[config.mk]
export PLATFORM = sky130hd
export DESIGN_NAME = fifo_wr_arbiter
export DESIGN_NICKNAME = d
export VERILOG_FILES = /design/src/rtl/fifo_wr_arbiter.sv
export SDC_FILE = /design/constraint.sdc
export NUM_CORES = 1
export LEC_CHECK = 0
export BUFFER_PORTS_ARGS = -buffer_cell sky130_fd_sc_hd__buf_2
export CAP_MARGIN = 20
export CORE_ASPECT_RATIO = 0.8
export CORE_MARGIN = 2
export CORE_UTILIZATION = 25
export DETAILED_ROUTE_END_ITERATION = 8
export PLACE_DENSITY = 0.57
export SYNTH_ARGS = -nofsm -noshare
export SYNTH_HDL_FRONTEND = slang
export SYNTH_SLANG_ARGS = --single-unit
[constraint.sdc]
create_clock -name wr_clk -period 4 [get_ports wr_clk]
set_clock_uncertainty 0.2 [all_clocks]
set_input_delay 0.2 -clock wr_clk [delete_from_list [all_inputs] [get_ports wr_clk]]
set_output_delay 0.2 -clock wr_clk [all_outputs]
set_load 0.03 [all_outputs]
[src/rtl/fifo_wr_arbiter.sv]
// fifo_wr_arbiter: round-robin, burst-locked arbiter sharing one write port
// of the CNN async FIFO among NUM_REQ producers, in the write-clock domain.
// A single registered output stage drives wr_en/wr_data and honours the
// FIFO full flag, so an accepted beat is never dropped.
// Optional statistics counters are enabled by defining FIFO_WR_ARB_STATS_EN.
module fifo_wr_arbiter #(
    parameter int NUM_REQ   = 4,
    parameter int width     = 8,
    parameter int MAX_BURST = 4
) (
    input  logic                       wr_clk,
    input  logic                       rest_n,
    input  logic [NUM_REQ-1:0]         req_vld,
    input  logic [NUM_REQ*width-1:0]   req_data,
    output logic [NUM_REQ-1:0]         req_rdy,
    input  logic                       full,
    output logic                       wr_en,
    output logic [width-1:0]           wr_data,
    output logic [$clog2(NUM_REQ)-1:0] gnt_id,
    output logic                       busy
`ifdef FIFO_WR_ARB_STATS_EN
    ,
    output logic [15:0]                stall_cnt,
    output logic [15:0]                beat_cnt_total
`endif
);

    localparam int IDW = $clog2(NUM_REQ);
    localparam int CW  = $clog2(MAX_BURST + 1);

    typedef enum logic {
        IDLE  = 1'b0,
        BURST = 1'b1
    } state_t;

    state_t           state_q, state_d;
    logic [IDW-1:0]   gnt_id_q, gnt_id_d;
    logic [IDW-1:0]   rr_ptr_q, rr_ptr_d;
    logic [CW-1:0]    beat_cnt_q, beat_cnt_d;
    logic             wr_en_q, wr_en_d;
    logic [width-1:0] wr_data_q, wr_data_d;

    logic             load;
    logic             grant_vld;
    logic             handshake;
    logic [width-1:0] gnt_data;
    logic             pick_found;
    logic [IDW-1:0]   pick_id;
    logic [IDW-1:0]   cand;

    assign load      = ~wr_en_q | ~full;
    assign grant_vld = req_vld[gnt_id_q];
    assign handshake = (state_q == BURST) && load && grant_vld;
    assign gnt_data  = req_data[int'(gnt_id_q)*width +: width];

    // Round-robin pick: first valid requester after rr_ptr, wrapping around.
    always_comb begin
        pick_found = 1'b0;
        pick_id    = '0;
        cand       = '0;
        for (int k = 1; k <= NUM_REQ; k++) begin
            cand = IDW'((int'(rr_ptr_q) + k) % NUM_REQ);
            if (!pick_found && req_vld[cand]) begin
                pick_found = 1'b1;
                pick_id    = cand;
            end
        end
    end

    // Next-state, output stage loading and ready generation.
    always_comb begin
        state_d    = state_q;
        gnt_id_d   = gnt_id_q;
        rr_ptr_d   = rr_ptr_q;
        beat_cnt_d = beat_cnt_q;
        wr_en_d    = wr_en_q;
        wr_data_d  = wr_data_q;
        req_rdy    = '0;

        if ((state_q == BURST) && load) begin
            req_rdy[gnt_id_q] = 1'b1;
        end

        if (load) begin
            wr_en_d   = handshake;
            wr_data_d = gnt_data;
        end

        case (state_q)
            IDLE: begin
                if (pick_found) begin
                    gnt_id_d   = pick_id;
                    beat_cnt_d = '0;
                    state_d    = BURST;
                end
            end
            BURST: begin
                if (load) begin
                    if (grant_vld) begin
                        beat_cnt_d = beat_cnt_q + CW'(1);
                        if (beat_cnt_q == CW'(MAX_BURST - 1)) begin
                            state_d  = IDLE;
                            rr_ptr_d = gnt_id_q;
                        end
                    end else begin
                        state_d  = IDLE;
                        rr_ptr_d = gnt_id_q;
                    end
                end
            end
            default: state_d = IDLE;
        endcase
    end

    // State and output register with synchronous active-low reset.
    always_ff @(posedge wr_clk) begin
        if (!rest_n) begin
            state_q    <= IDLE;
            gnt_id_q   <= '0;
            rr_ptr_q   <= IDW'(NUM_REQ - 1);
            beat_cnt_q <= '0;
            wr_en_q    <= 1'b0;
            wr_data_q  <= '0;
        end else begin
            state_q    <= state_d;
            gnt_id_q   <= gnt_id_d;
            rr_ptr_q   <= rr_ptr_d;
            beat_cnt_q <= beat_cnt_d;
            wr_en_q    <= wr_en_d;
            wr_data_q  <= wr_data_d;
        end
    end

    assign wr_en   = wr_en_q;
    assign wr_data = wr_data_q;
    assign gnt_id  = gnt_id_q;
    assign busy    = (state_q == BURST);

`ifdef FIFO_WR_ARB_STATS_EN
    logic [15:0] stall_cnt_q, stall_cnt_d;
    logic [15:0] beat_total_q, beat_total_d;

    // Saturating full-stall counter and wrapping accepted-beat counter.
    always_comb begin
        stall_cnt_d  = stall_cnt_q;
        beat_total_d = beat_total_q;
        if (wr_en_q && full && (stall_cnt_q != 16'hFFFF)) begin
            stall_cnt_d = stall_cnt_q + 16'd1;
        end
        if (wr_en_q && !full) begin
            beat_total_d = beat_total_q + 16'd1;
        end
    end

    // Statistics registers, cleared by reset.
    always_ff @(posedge wr_clk) begin
        if (!rest_n) begin
            stall_cnt_q  <= '0;
            beat_total_q <= '0;
        end else begin
            stall_cnt_q  <= stall_cnt_d;
            beat_total_q <= beat_total_d;
        end
    end

    assign stall_cnt      = stall_cnt_q;
    assign beat_cnt_total = beat_total_q;
`endif

endmodule

==> run summary, run 1 <==
For this run, the total global-route usage over all layers was measured as 11.8%. Final total negative setup slack: 0 ns. The remaining global-route overflow was 0; the share of Yosys cell area claimed by the top area cell type was 32.9%. Buffers placed on the I/O ports in this run total 54. The first detailed-routing pass took 4 iterations. Each instance of the synthesized netlist takes up on average 9.50 µm². The floorplan step set the die width to 76.0 µm.

Setup violations remaining at the end of the flow were counted as 0. Of the total power, registers draw 43.1%. Entering global routing, the biggest net connects 20 pins. In the final design database the tool counted 201 nets. For the weighted congestion reported at the end of routability-driven placement, the log shows 0.742. OpenSTA, run right after detailed placement, puts the worst setup slack at 1.88 ns. TritonCTS built the clock tree. The combinational share of power was 31.6%. Measured along the y axis, the die boundary spans 61.6 µm. The total I/O pin count was 55.

After clock tree synthesis, the clock-pin slew on the worst setup and hold paths is 0.06 ns. The floorplan step defined a die boundary enclosing 4680 µm². IR analysis of the VDD net gives a maximum drop of 118 µV. Combinational family with the most area after synthesis: multiplexers. The first global-routing pass estimated 4380 µm of wire.

Maximum count of clock buffers along a single path: 2. The adder-cell share of the synthesized area was 2.42%. For the pin with the worst max-slew slack, the measured transition is 0.723 ns. Row generation in the floorplan step produced 20 rows. Of the total synthesized cell area, the portion taken by XOR and XNOR cells is 0%. The maximum fanout along the worst path was 16; the core outline area was 3880 µm². The total number of H-tree levels is 1. The run gives 25.3% as the power share of the clock group. The final max-slew violation count was 0; the net load switching power was 0.168 mW. Across all layers, the routed design uses 975 vias. The cell area that synthesis handed to floorplanning was 1040 µm². The final-report hold violation count came out at 0.

The worst setup path is launched from a register. The routed wire length per instance came out at 12.5 µm. The tools report the number of warnings printed during yosys synthesis as 0. The max-cap violation count is 0, and the area fraction in compound gates after synthesis is 15.7%.

Power comes to 0.500 mW. The switching share of total power came out at 33.7%. The detail route stage leaves a number of antenna-violating nets equal to 0. The worst path meets setup with 1.88 ns of slack.

Dividing the final minimum period by the clock period gives 53.0%. The logs give 26.7% for the effective utilization at floorplan and 32.9% for the sequential fraction of the synthesis area. The logs give 0.25 ns for the source-to-sink clock delay at the later pin of the worst-skew pair and 471 MHz for the achievable frequency.

Setup repair after global routing left no endpoint under its margin. CTS placed an instance of clkbuf_8 at the clock tree root. Once placement completed, the tool counted placed cells totaling 210. Dividing total power by cell area gives a power density of 362 nW/µm². The final critical delay including setup and external delays was 2.12 ns; the synthesized instance count was 109.

The TritonCTS sink count was 17. The tools report the leakage power as 0.651 nW. The violation count after the first detailed-routing iteration is 47, and the number of cells in the finished layout apart from fillers is 214. The run gives 641 µm² as the area occupied by multi-input gates. STA classifies the critical path endpoint as a register. The library cells used most frequently in the layout, excluding fill and tap cells, are buf_2 (54), nand2_1 (21), dfxtp_1 (17).

The number of hold buffers added after CTS was 0. The repair_antennas step left the layout with diodes totalling 0. The tools report the via count of the first global-routing pass as 969. Multiplexer cells account for 23.4% of the synthesized area.

For the arrival time at the worst endpoint, the log shows 2.05 ns. The path class of the tightest hold or removal check is in -> reg. The flip-flop and latch count after synthesis was 17; the total wire length after detailed routing was 2680 µm. The tools report the internal portion of total power as 0.332 mW. Measured against its own limit, the worst slew margin works out to 51.8%. The run gives 0 as the initial antenna violation count. Once the clock tree was built, the setup fixing pass inserted 0 buffers. The synthesized netlist contains 35 unique library cells. The number of fillers in the final layout was 414; the post-CTS resize count was 0. The library cell used most frequently in the layout, excluding fill and tap cells, is buf_2. In the routed layout, each cell is associated on average with a via count of 4.56. By area the synthesized netlist is led by dfxtp_1 (33%), mux4_2 (20%), nand2_1 (7.6%), a21boi_0 (5.8%), mux2i_1 (3.9%). Summing the areas of all and, or, nand and nor instances in the mapped netlist gives 20.3% of the synthesized area. The post-synth net total was 150; the footprint of the flip-flops and latches was 340 µm².

Of the cells placed in the final design, the portion with a size suffix greater than 1 is 44.0%. The HPWL reported at the end of detailed placement came out at 2150 µm. The setup path with the least slack is of type reg -> reg. TritonCTS buffer count: 3.

The tools report the data required time of the critical path as 3.93 ns. The flow ran to the end, and the final reports show no timing, DRC or antenna violations. In the routed design, unresolved DRC markers number 0. The synthesis-to-finish area growth works out to 33.3%. The synthesized design spends more area on one cell type than any other, namely dfxtp_1.
[metrics by stage]
step | instance area (µm²) | util [%] | hold WS [ns]
2_1_floorplan | 1040 | - | 0.190
3_3_place_gp | 1340 | 34.4 | 0.253
3_5_place_dp | 1340 | 34.4 | 0.256
4_1_cts | 1380 | 35.6 | 0.0615
5_1_grt | 1380 | 35.6 | 0.0928
6_report | 1380 | 35.6 | 0.0639
[final cells by class]
cell class	instances	share of cell area, %
clock buffer	3	2.99
sequential	17	24.6
multi-input combinational	80	46.4
clock inverter	1	0.362
timing repair buffer	54	19.6
tap	55	4.98
inverter	4	1.09
[flip-flops by register name, summed over array words and instances (netlist names)]
register and cells:
busy 1, gnt_id 2, beat_cnt_q 3, rr_ptr_q 2, wr_en 1, wr_data 8
[metal layers]
metal	up-vias	track usage [%]	share of wire, %
li1	498	-	-
met1	451	13.3	43
met2	24	21.6	51
met3	2	5.13	6.0
met4	0	2.60	0.45
met5	-	0	0
[synth_stat cells]
library cell  count
and2_1            1
mux4_2            9
and3_1            3
nor4_1            1
nand2b_1          1
o211ai_1          1
buf_2             2
a21oi_1           1
inv_1             4
buf_1             1
a22oi_1           1
mux2i_1           4
a21boi_0          8
a21bo_2           1
dfxtp_1          17
buf_6             1
clkbuf_1          4
or3_1             1
nand3_2           1
o221ai_1          1
nand3b_1          1
nor3b_1           2
nand2_1          21
nor2_1            3
o22a_1            1
a21o_1            2
o21ai_0           4
o21a_1            1
ha_1              2
and4_1            1
or2_2             1
nor3_1            2
nor2b_1           1
a31oi_1           2
nand4_1           2
[worst max-delay path, cell delays in order (launching register included)]
cell and delay [ns]:
dfxtp_1 0.71, mux4_2 0.62, a21o_1 0.24, mux2i_1 0.16
nand2_1 0.07
[power groups by stage]
stage / Combinational (mW) / Sequential, mW / Clock (mW)
final: 0.158 / 0.216 / 0.127
after global routing: 0.174 / 0.220 / 0.137
after CTS: 0.160 / 0.216 / 0.130
after detailed placement: 0.159 / 0.220 / 0
after global placement: 0.157 / 0.219 / 0
after floorplan: 0.0976 / 0.232 / 0
[worst paths after layout]
check | from | endpoint | slack (ns) | depth (start not counted)
setup / recovery | gnt_id[1]$_SDFFE_PN0P_ | rr_ptr_q[0]$_SDFFE_PN1P_ | 1.88 | 4
hold / removal | rest_n | rr_ptr_q[1]$_SDFFE_PN1P_ | 0.06 | 2
setup reg to reg | gnt_id[1]$_SDFFE_PN0P_ | rr_ptr_q[0]$_SDFFE_PN1P_ | 1.88 | 4
hold reg to reg | wr_data[5]$_SDFFE_PN0N_ | wr_data[5]$_SDFFE_PN0N_ | 0.26 | 2
[cells by family after synthesis]
group	after synthesis
buf+inv	12
flops	17
mux	13
fa+ha+maj	2
compound gates	23
simple gates	42
Power figures use the tool's default switching activity.
==> run 2, diff against run 1 <==
--- a/config.mk
+++ b/config.mk
@@ -11,7 +11,7 @@
 export CORE_MARGIN = 2
 export CORE_UTILIZATION = 25
 export DETAILED_ROUTE_END_ITERATION = 8
-export PLACE_DENSITY = 0.57
+export PLACE_DENSITY = 0.58
 export SYNTH_ARGS = -nofsm -noshare
 export SYNTH_HDL_FRONTEND = slang
 export SYNTH_SLANG_ARGS = --single-unit
==> constraint.sdc (replaced) <==
create_clock -name wr_clk -period 1.82 [get_ports wr_clk]
set_clock_uncertainty 0.2 [all_clocks]
set_input_delay 0.091 -clock wr_clk [delete_from_list [all_inputs] [get_ports wr_clk]]
set_output_delay 0.091 -clock wr_clk [all_outputs]
set_load 0.03 [all_outputs]
==> run 2 against run 1 <==
  * Combinational power up 140%
  * Register-to-register slack lost 1.7 ns
  * Clock power grew 120%
  * Core utilization increased by 1.2 points
  * Sequential power grew 110%
  * Count of clock-buffer cells in the layout is 1 higher
  * Global-route usage up 0.66 points
  * Flip-flop and latch count did not move
  * Critical path depth rose by 1
  * Cell area up 3.3%
==> run summary, run 2 (synthesized netlist as in run 1, its figures left out) <==
The run gives 2150 µm as the HPWL reported at the end of detailed placement. For this run, the detailed router's first-pass iteration total came to 4. The run gives 55 as the total I/O pin count. The startpoint of the lowest-slack register-to-register path is gnt_id[0]$_SDFFE_PN0P_. The slowest stage of the critical path belongs to the cell dlygate4sd3_1. The data required time of the critical path is 1.75 ns. In the global route stage, met1 resource usage came out at 17.0%. The tree is rooted in a clkbuf_8. The analysis attributes to cell leakage a power of 0.668 nW. The proportion of layout cells with a drive suffix above 1 was 44.8%. The first global-routing pass estimated 4530 µm of wire. Actual slew at the worst max-slew pin: 0.502 ns. Biggest cell delay along the critical path: 0.60 ns. In the global route stage, met3 resource usage came out at 5.13%.

The clock reaches the later pin of the worst-skew pair after 0.25 ns. Of all nets on the critical path, the largest fanout is 5. The total stage count of the critical path is 5.

The arrival time at the worst endpoint is 1.65 ns. TritonCTS built the clock tree. After clock tree synthesis, the clock-pin slew on the worst setup and hold paths is 0.07 ns. The global-route track usage on met2 is 19.1%, and the final net count is 205. The repair_antennas step left the layout with diodes totalling 0. Summed over all layers, the global routing overflow is 0. The via count of the first global-routing pass is 957. Buffers inserted during clock tree synthesis total 3. In this run the remaining antenna-violating nets after routing total 0. Summing over every cut layer, the via total after detailed routing is 1019.

For this block, the initial DRC count from the detailed router was 41. The cell family contributing the most delay on the critical path is multiplexers. The total routing resource utilization after global routing is 12.5%, and the die footprint is 4680 µm². After global routing, the most crowded layer is met2.

For this configuration, the core starts out at a cell density of 26.7%. Buffers placed on the I/O ports in this run total 54. In the final routed layout, each cell accounts on average for 12.6 µm. The type of the worst min-delay path was in -> reg. The endpoint identified for the worst register-to-register timing path is wr_data[4]$_SDFFE_PN0N_. The core outline area was 3880 µm²; the peak supply drop was 302 µV. The vertical die dimension came out at 61.6 µm.

The total number of H-tree levels is 1, and the total wire length after detailed routing is 2760 µm. The flow ran to the end, and the final reports show no timing, DRC or antenna violations. The worst setup path is launched from a primary input. The number of placement rows was 20; the initial antenna violation count was 0.

Measured in cells, the most critical reg-to-reg path has a length of 4. The flip-flop count of the largest register after layout works out to 8. The synthesis-to-finish area growth is 37.7%, and the count of unresolved DRC violations after routing is 0.

The final critical path takes up 94.4% of the cycle. For this design the ratio of total power to cell area is 786 nW/µm². The end of the critical path was rr_ptr_q[1]$_SDFFE_PN1P_.

For the utilization after layout, the log shows 36.8%. The top cell types in the final layout, fill and taps aside, are buf_2 (52), nand2_1 (21), dfxtp_1 (14). The final-report hold violation count was 0; the width of the die was 76.0 µm. Commonest non-fill, non-tap cell in the layout: buf_2.

The critical path goes through dlygate4sd3_1 -> mux4_2 -> a21o_1 -> mux2i_1 -> nand2_1. Headroom to the max-slew limit came out at 66.3%. The pin count of the biggest net entering global routing came out at 20. The run gives 0 as the final count of negative-setup-slack endpoints.

The number of buffers and inverters on the critical path was 1. After detailed routing, the number of vias per cell comes to 4.67. The launching instance or port of the critical path is req_vld[2]. The final critical delay including setup and external delays was 1.72 ns; the TritonCTS sink count was 17. The achievable frequency came out at 582 MHz. Setup repair after global routing left no endpoint under its margin.

At the end of routability-driven placement, the weighted congestion stood at 0.716. The critical path is of the in -> reg type. The tools report the kind of end point of the critical path as a register. The final max-slew violation count was 0; the overall power of the completed layout was 1.12 mW. In this run the register-to-register setup slack is 0.15 ns. Across the run, the number of max-cap violations was 0. Maximum count of clock buffers along a single path: 2.
[run 2: changes by cell type in the layout (fill, tap and decap cells not counted), sizes merged]
cell,previous run,this run
dlygate4sd3,0,3
buf,54,55
clkinv,1,0
clkbuf,3,4
[run 2: worst min path at each step]
stage | end | from | cells past startpoint | slack [ns]
finish | gnt_id[1]$_SDFFE_PN0P_ | req_vld[1] | 4 | 0.04
floorplan | gnt_id[0]$_SDFFE_PN0P_ | req_vld[2] | 2 | 0.07
global route | gnt_id[1]$_SDFFE_PN0P_ | req_vld[1] | 4 | 0.07
detailed placement | rr_ptr_q[0]$_SDFFE_PN1P_ | rest_n | 2 | 0.22
CTS | gnt_id[1]$_SDFFE_PN0P_ | req_vld[1] | 4 | 0.02
global placement | rr_ptr_q[1]$_SDFFE_PN1P_ | rest_n | 2 | 0.23
[run 2: where the power goes]
part / leakage [nW] / switching, mW / total [mW] / internal [mW]
Combinational: 0.504 / 0.203 / 0.379 / 0.176
Clock: 0.0228 / 0.128 / 0.284 / 0.155
Sequential: 0.141 / 0.0430 / 0.458 / 0.415
[run 2: what timing repair did]
item / CTS / global route
endpoints found under the hold margin: 4 / 0
endpoints found under the setup margin: 0 / 4
hold buffers: 3 / 0
buffers inserted: 0 / 0
resized for setup: 0 / 1
[run 2: tightest hold or removal path, delay by kind of cell]
| kind | cells | cell delay, ns |
|---|---|---|
| AO/OA/AOI/OAI | 2 | 0.15 |
| AND/OR/NAND/NOR | 1 | 0.07 |
| buffers and inverters | 1 | 0.13 |
[run 2: area by class of cell]
type	instances	area (µm²)
Fill cell	428	2450
Multi-Input combinational cell	80	641
Sequential cell	17	344
Timing Repair Buffer	58	313
Tap cell	55	68.8
Clock buffer	4	45.0
Inverter	4	15.0
[run 2: routing by layer]
| layer | up-vias | wire length [µm] |
|---|---|---|
| met5 | - | 0 |
| met4 | 0 | 9 |
| met3 | 2 | 174 |
| met2 | 28 | 1220 |
| met1 | 483 | 1360 |
| li1 | 506 | - |
[run 2: stage by stage]
step / setup TNS [ns] / cells / instance area, µm² / hold slack, ns / setup WS [ns]
after floorplan: -0.206 / 109 / 1040 / 0.0733 / -0.101
after global placement: 0 / 213 / 1360 / 0.228 / 0.159
after detailed placement: 0 / 213 / 1360 / 0.225 / 0.152
after CTS: 0 / 220 / 1440 / 0.0212 / 0.0276
after global routing: 0 / 218 / 1430 / 0.0732 / 0.00497
final: 0 / 218 / 1430 / 0.0364 / 0.101
==> run 3, diff against run 2 <==
--- a/config.mk
+++ b/config.mk
@@ -12,6 +12,7 @@
 export CORE_UTILIZATION = 25
 export DETAILED_ROUTE_END_ITERATION = 8
 export PLACE_DENSITY = 0.58
+export RECOVER_POWER = 100
 export SYNTH_ARGS = -nofsm -noshare
 export SYNTH_HDL_FRONTEND = slang
 export SYNTH_SLANG_ARGS = --single-unit
==> run 3 against run 2 <==
  * Maximum frequency is essentially flat
  * Sequential power hardly changed
  * Die area unchanged
  * Wire length up 1.0%
  * Worst setup slack lost 0.0013 ns
  * Flip-flop and latch count did not move
  * Critical path type unchanged
  * Critical endpoint unchanged
  * Largest cell class unchanged
  * Highest routed layer unchanged
==> run summary, run 3 (synthesized netlist as in run 1, its figures left out) <==
The logs give 0 for the max-cap violation count and 957 for the via count of the first global-routing pass. The floorplan step defined a die boundary enclosing 4680 µm². Initial antenna violation count: 0.

The design draws 1.11 mW. Via density per instance: 4.68. Relative to the synthesized area, the layout overhead comes to 36.1%. The type of the worst min-delay path was in -> reg.

The weighted congestion reported at the end of routability-driven placement was 0.716. The logs give 3880 µm² for the core outline area and 2150 µm for the HPWL reported at the end of detailed placement. The register with the most flip-flops in the layout has 8 of them. The worst hold path was traced through 4 stages. Entering global routing, the biggest net connects 20 pins.

The run gives 205 as the final net count. In the layout the commonest cells are buf_2 (38), nand2_1 (21), dfxtp_1 (14). The flow ran to the end, and the final reports show no timing, DRC or antenna violations. After detailed routing, the number of remaining DRC violations is 0. Clock tree synthesis inserted a total of 3 buffers. The end of the worst register-to-register path is wr_data[4]$_SDFFE_PN0N_. For the total wire length after detailed routing, the log shows 2790 µm. The placed instances occupy a cell area of 1360 µm². The floorplan has 20 rows.

For the worst setup path, the data required time is 1.75 ns. The maximum count of clock buffers along a single path is 2. The violation count after the first detailed-routing iteration was 43; the width of the die was 76.0 µm.

TritonCTS built the clock tree. Based on the critical path, the design can be clocked at up to 581 MHz. Start-to-end type of the worst setup path: in -> reg. The worst-case hold path end point was gnt_id[1]$_SDFFE_PN0P_. Headroom to the max-slew limit came out at 66.3%. Final max-slew violation count: 0. The run gives 0 as the remaining global-route overflow. The first global-routing pass estimated 4530 µm of wire. The first detailed-routing pass took 4 iterations.

The number of cell instances on the worst register-to-register path works out to 4. At the end of the flow the core is filled with cells to 36.4%. The root buffer cell chosen for the clock tree is clkbuf_8. The later pin in the worst-skew pair is clocked with a latency of 0.25 ns. The maximum fanout along the worst path came out at 5.

The worst setup path is captured at a register. The tools report the total number of H-tree levels as 1. After clock tree synthesis, the clock-pin slew on the worst setup and hold paths is 0.07 ns. For the final routed database, the setup TNS stands at 0 ns.

The number of routed nets with antenna violations came out at 0. The worst register-to-register path begins at gnt_id[0]$_SDFFE_PN0P_. The total I/O pin count came out at 55.

Hold is met by 0.0361 ns. The analysis attributes to cell leakage a power of 0.626 nW. The worst path needs 1.72 ns of the cycle, external delays included. From bottom edge to top edge, the die measures 61.6 µm. The count of inserted antenna diode cells came out at 0. The worst hold path begins at req_vld[1]. The peak supply drop was 302 µV; the final clock period utilization by the worst path was 94.5%.

The number of I/O port buffers is 54. Dividing the detail-routed wire length by the instance count gives 12.8 µm. The logs give 1.65 ns for the arrival time at the worst endpoint and 1410 µm² for the summed area of non-filler cells in the final layout. Cells with a size suffix above 1 make up 38.0% of the layout.

The library cell used most frequently in the layout, excluding fill and tap cells, is buf_2. The tools report the final count of negative-setup-slack endpoints as 0. The power density over the cells works out to 790 nW/µm². Actual slew at the worst max-slew pin: 0.501 ns. Setup repair after global routing left no endpoint under its margin. The initial utilization of the core area, before any placement, comes to 26.7%.

The run gives 0 as the final-report hold violation count. The worst setup path is launched from a primary input. The clock drives 17 sinks. For this block, the via count after detailed routing is 1021. The worst register-to-register path has a setup slack of 0.15 ns. Global routing consumed, over all layers together, 12.5% of the routing resources.
[run 3: area by class of cell]
class	count	area, µm²
well taps	55	68.8
inverters	4	15.0
fillers	438	2470
multi-input cells	80	641
clock buffers	4	45.0
flip-flops and latches	17	344
repair buffers	58	297
[run 3: per-stage QoR]
step	cells	worst slack, ns
floorplan	109	-0.101
global placement	213	0.159
detailed placement	213	0.152
CTS	220	0.0276
global route	218	0.00497
finish	218	0.100
[run 3: what timing repair did]
action / 4_1_cts / 5_1_grt
gates resized for setup: 0 / 1
endpoints found under the hold margin: 4 / 0
hold buffers: 3 / 0
buffers inserted: 0 / 0
setup endpoints to repair: 0 / 4
[run 3: worst max path at each step]
stage,start,to,cells past startpoint,slack (ns)
after floorplan,busy$_SDFF_PN0_,req_rdy[2],2,-0.10
after global placement,gnt_id[0]$_SDFFE_PN0P_,rr_ptr_q[0]$_SDFFE_PN1P_,4,0.16
after detailed placement,gnt_id[0]$_SDFFE_PN0P_,wr_data[4]$_SDFFE_PN0N_,4,0.15
after CTS,req_vld[0],rr_ptr_q[1]$_SDFFE_PN1P_,6,0.03
after global routing,req_vld[0],rr_ptr_q[1]$_SDFFE_PN1P_,5,0.005
final,req_vld[2],rr_ptr_q[1]$_SDFFE_PN1P_,5,0.1
[run 3: critical path: stages]
cell and delay (ns):
dlygate4sd3_1 0.60, mux4_2 0.52, a21o_1 0.22, mux2i_1 0.15, nand2_1 0.06
[run 3: report_power, final]
part / leakage [nW] / internal, mW / switching [mW]
registers: 0.141 / 0.415 / 0.0446
logic: 0.461 / 0.166 / 0.205
clock network: 0.0228 / 0.155 / 0.128
total: 0.626 / 0.737 / 0.377
[run 3: routing by layer]
metal / vias to the layer above / global-route usage [%] / share of wire, %
met5: - / 0 / 0
met4: 0 / 2.08 / 0.32
met3: 2 / 5.13 / 5.4
met2: 26 / 19.1 / 44
met1: 488 / 17.0 / 50
li1: 505 / - / -
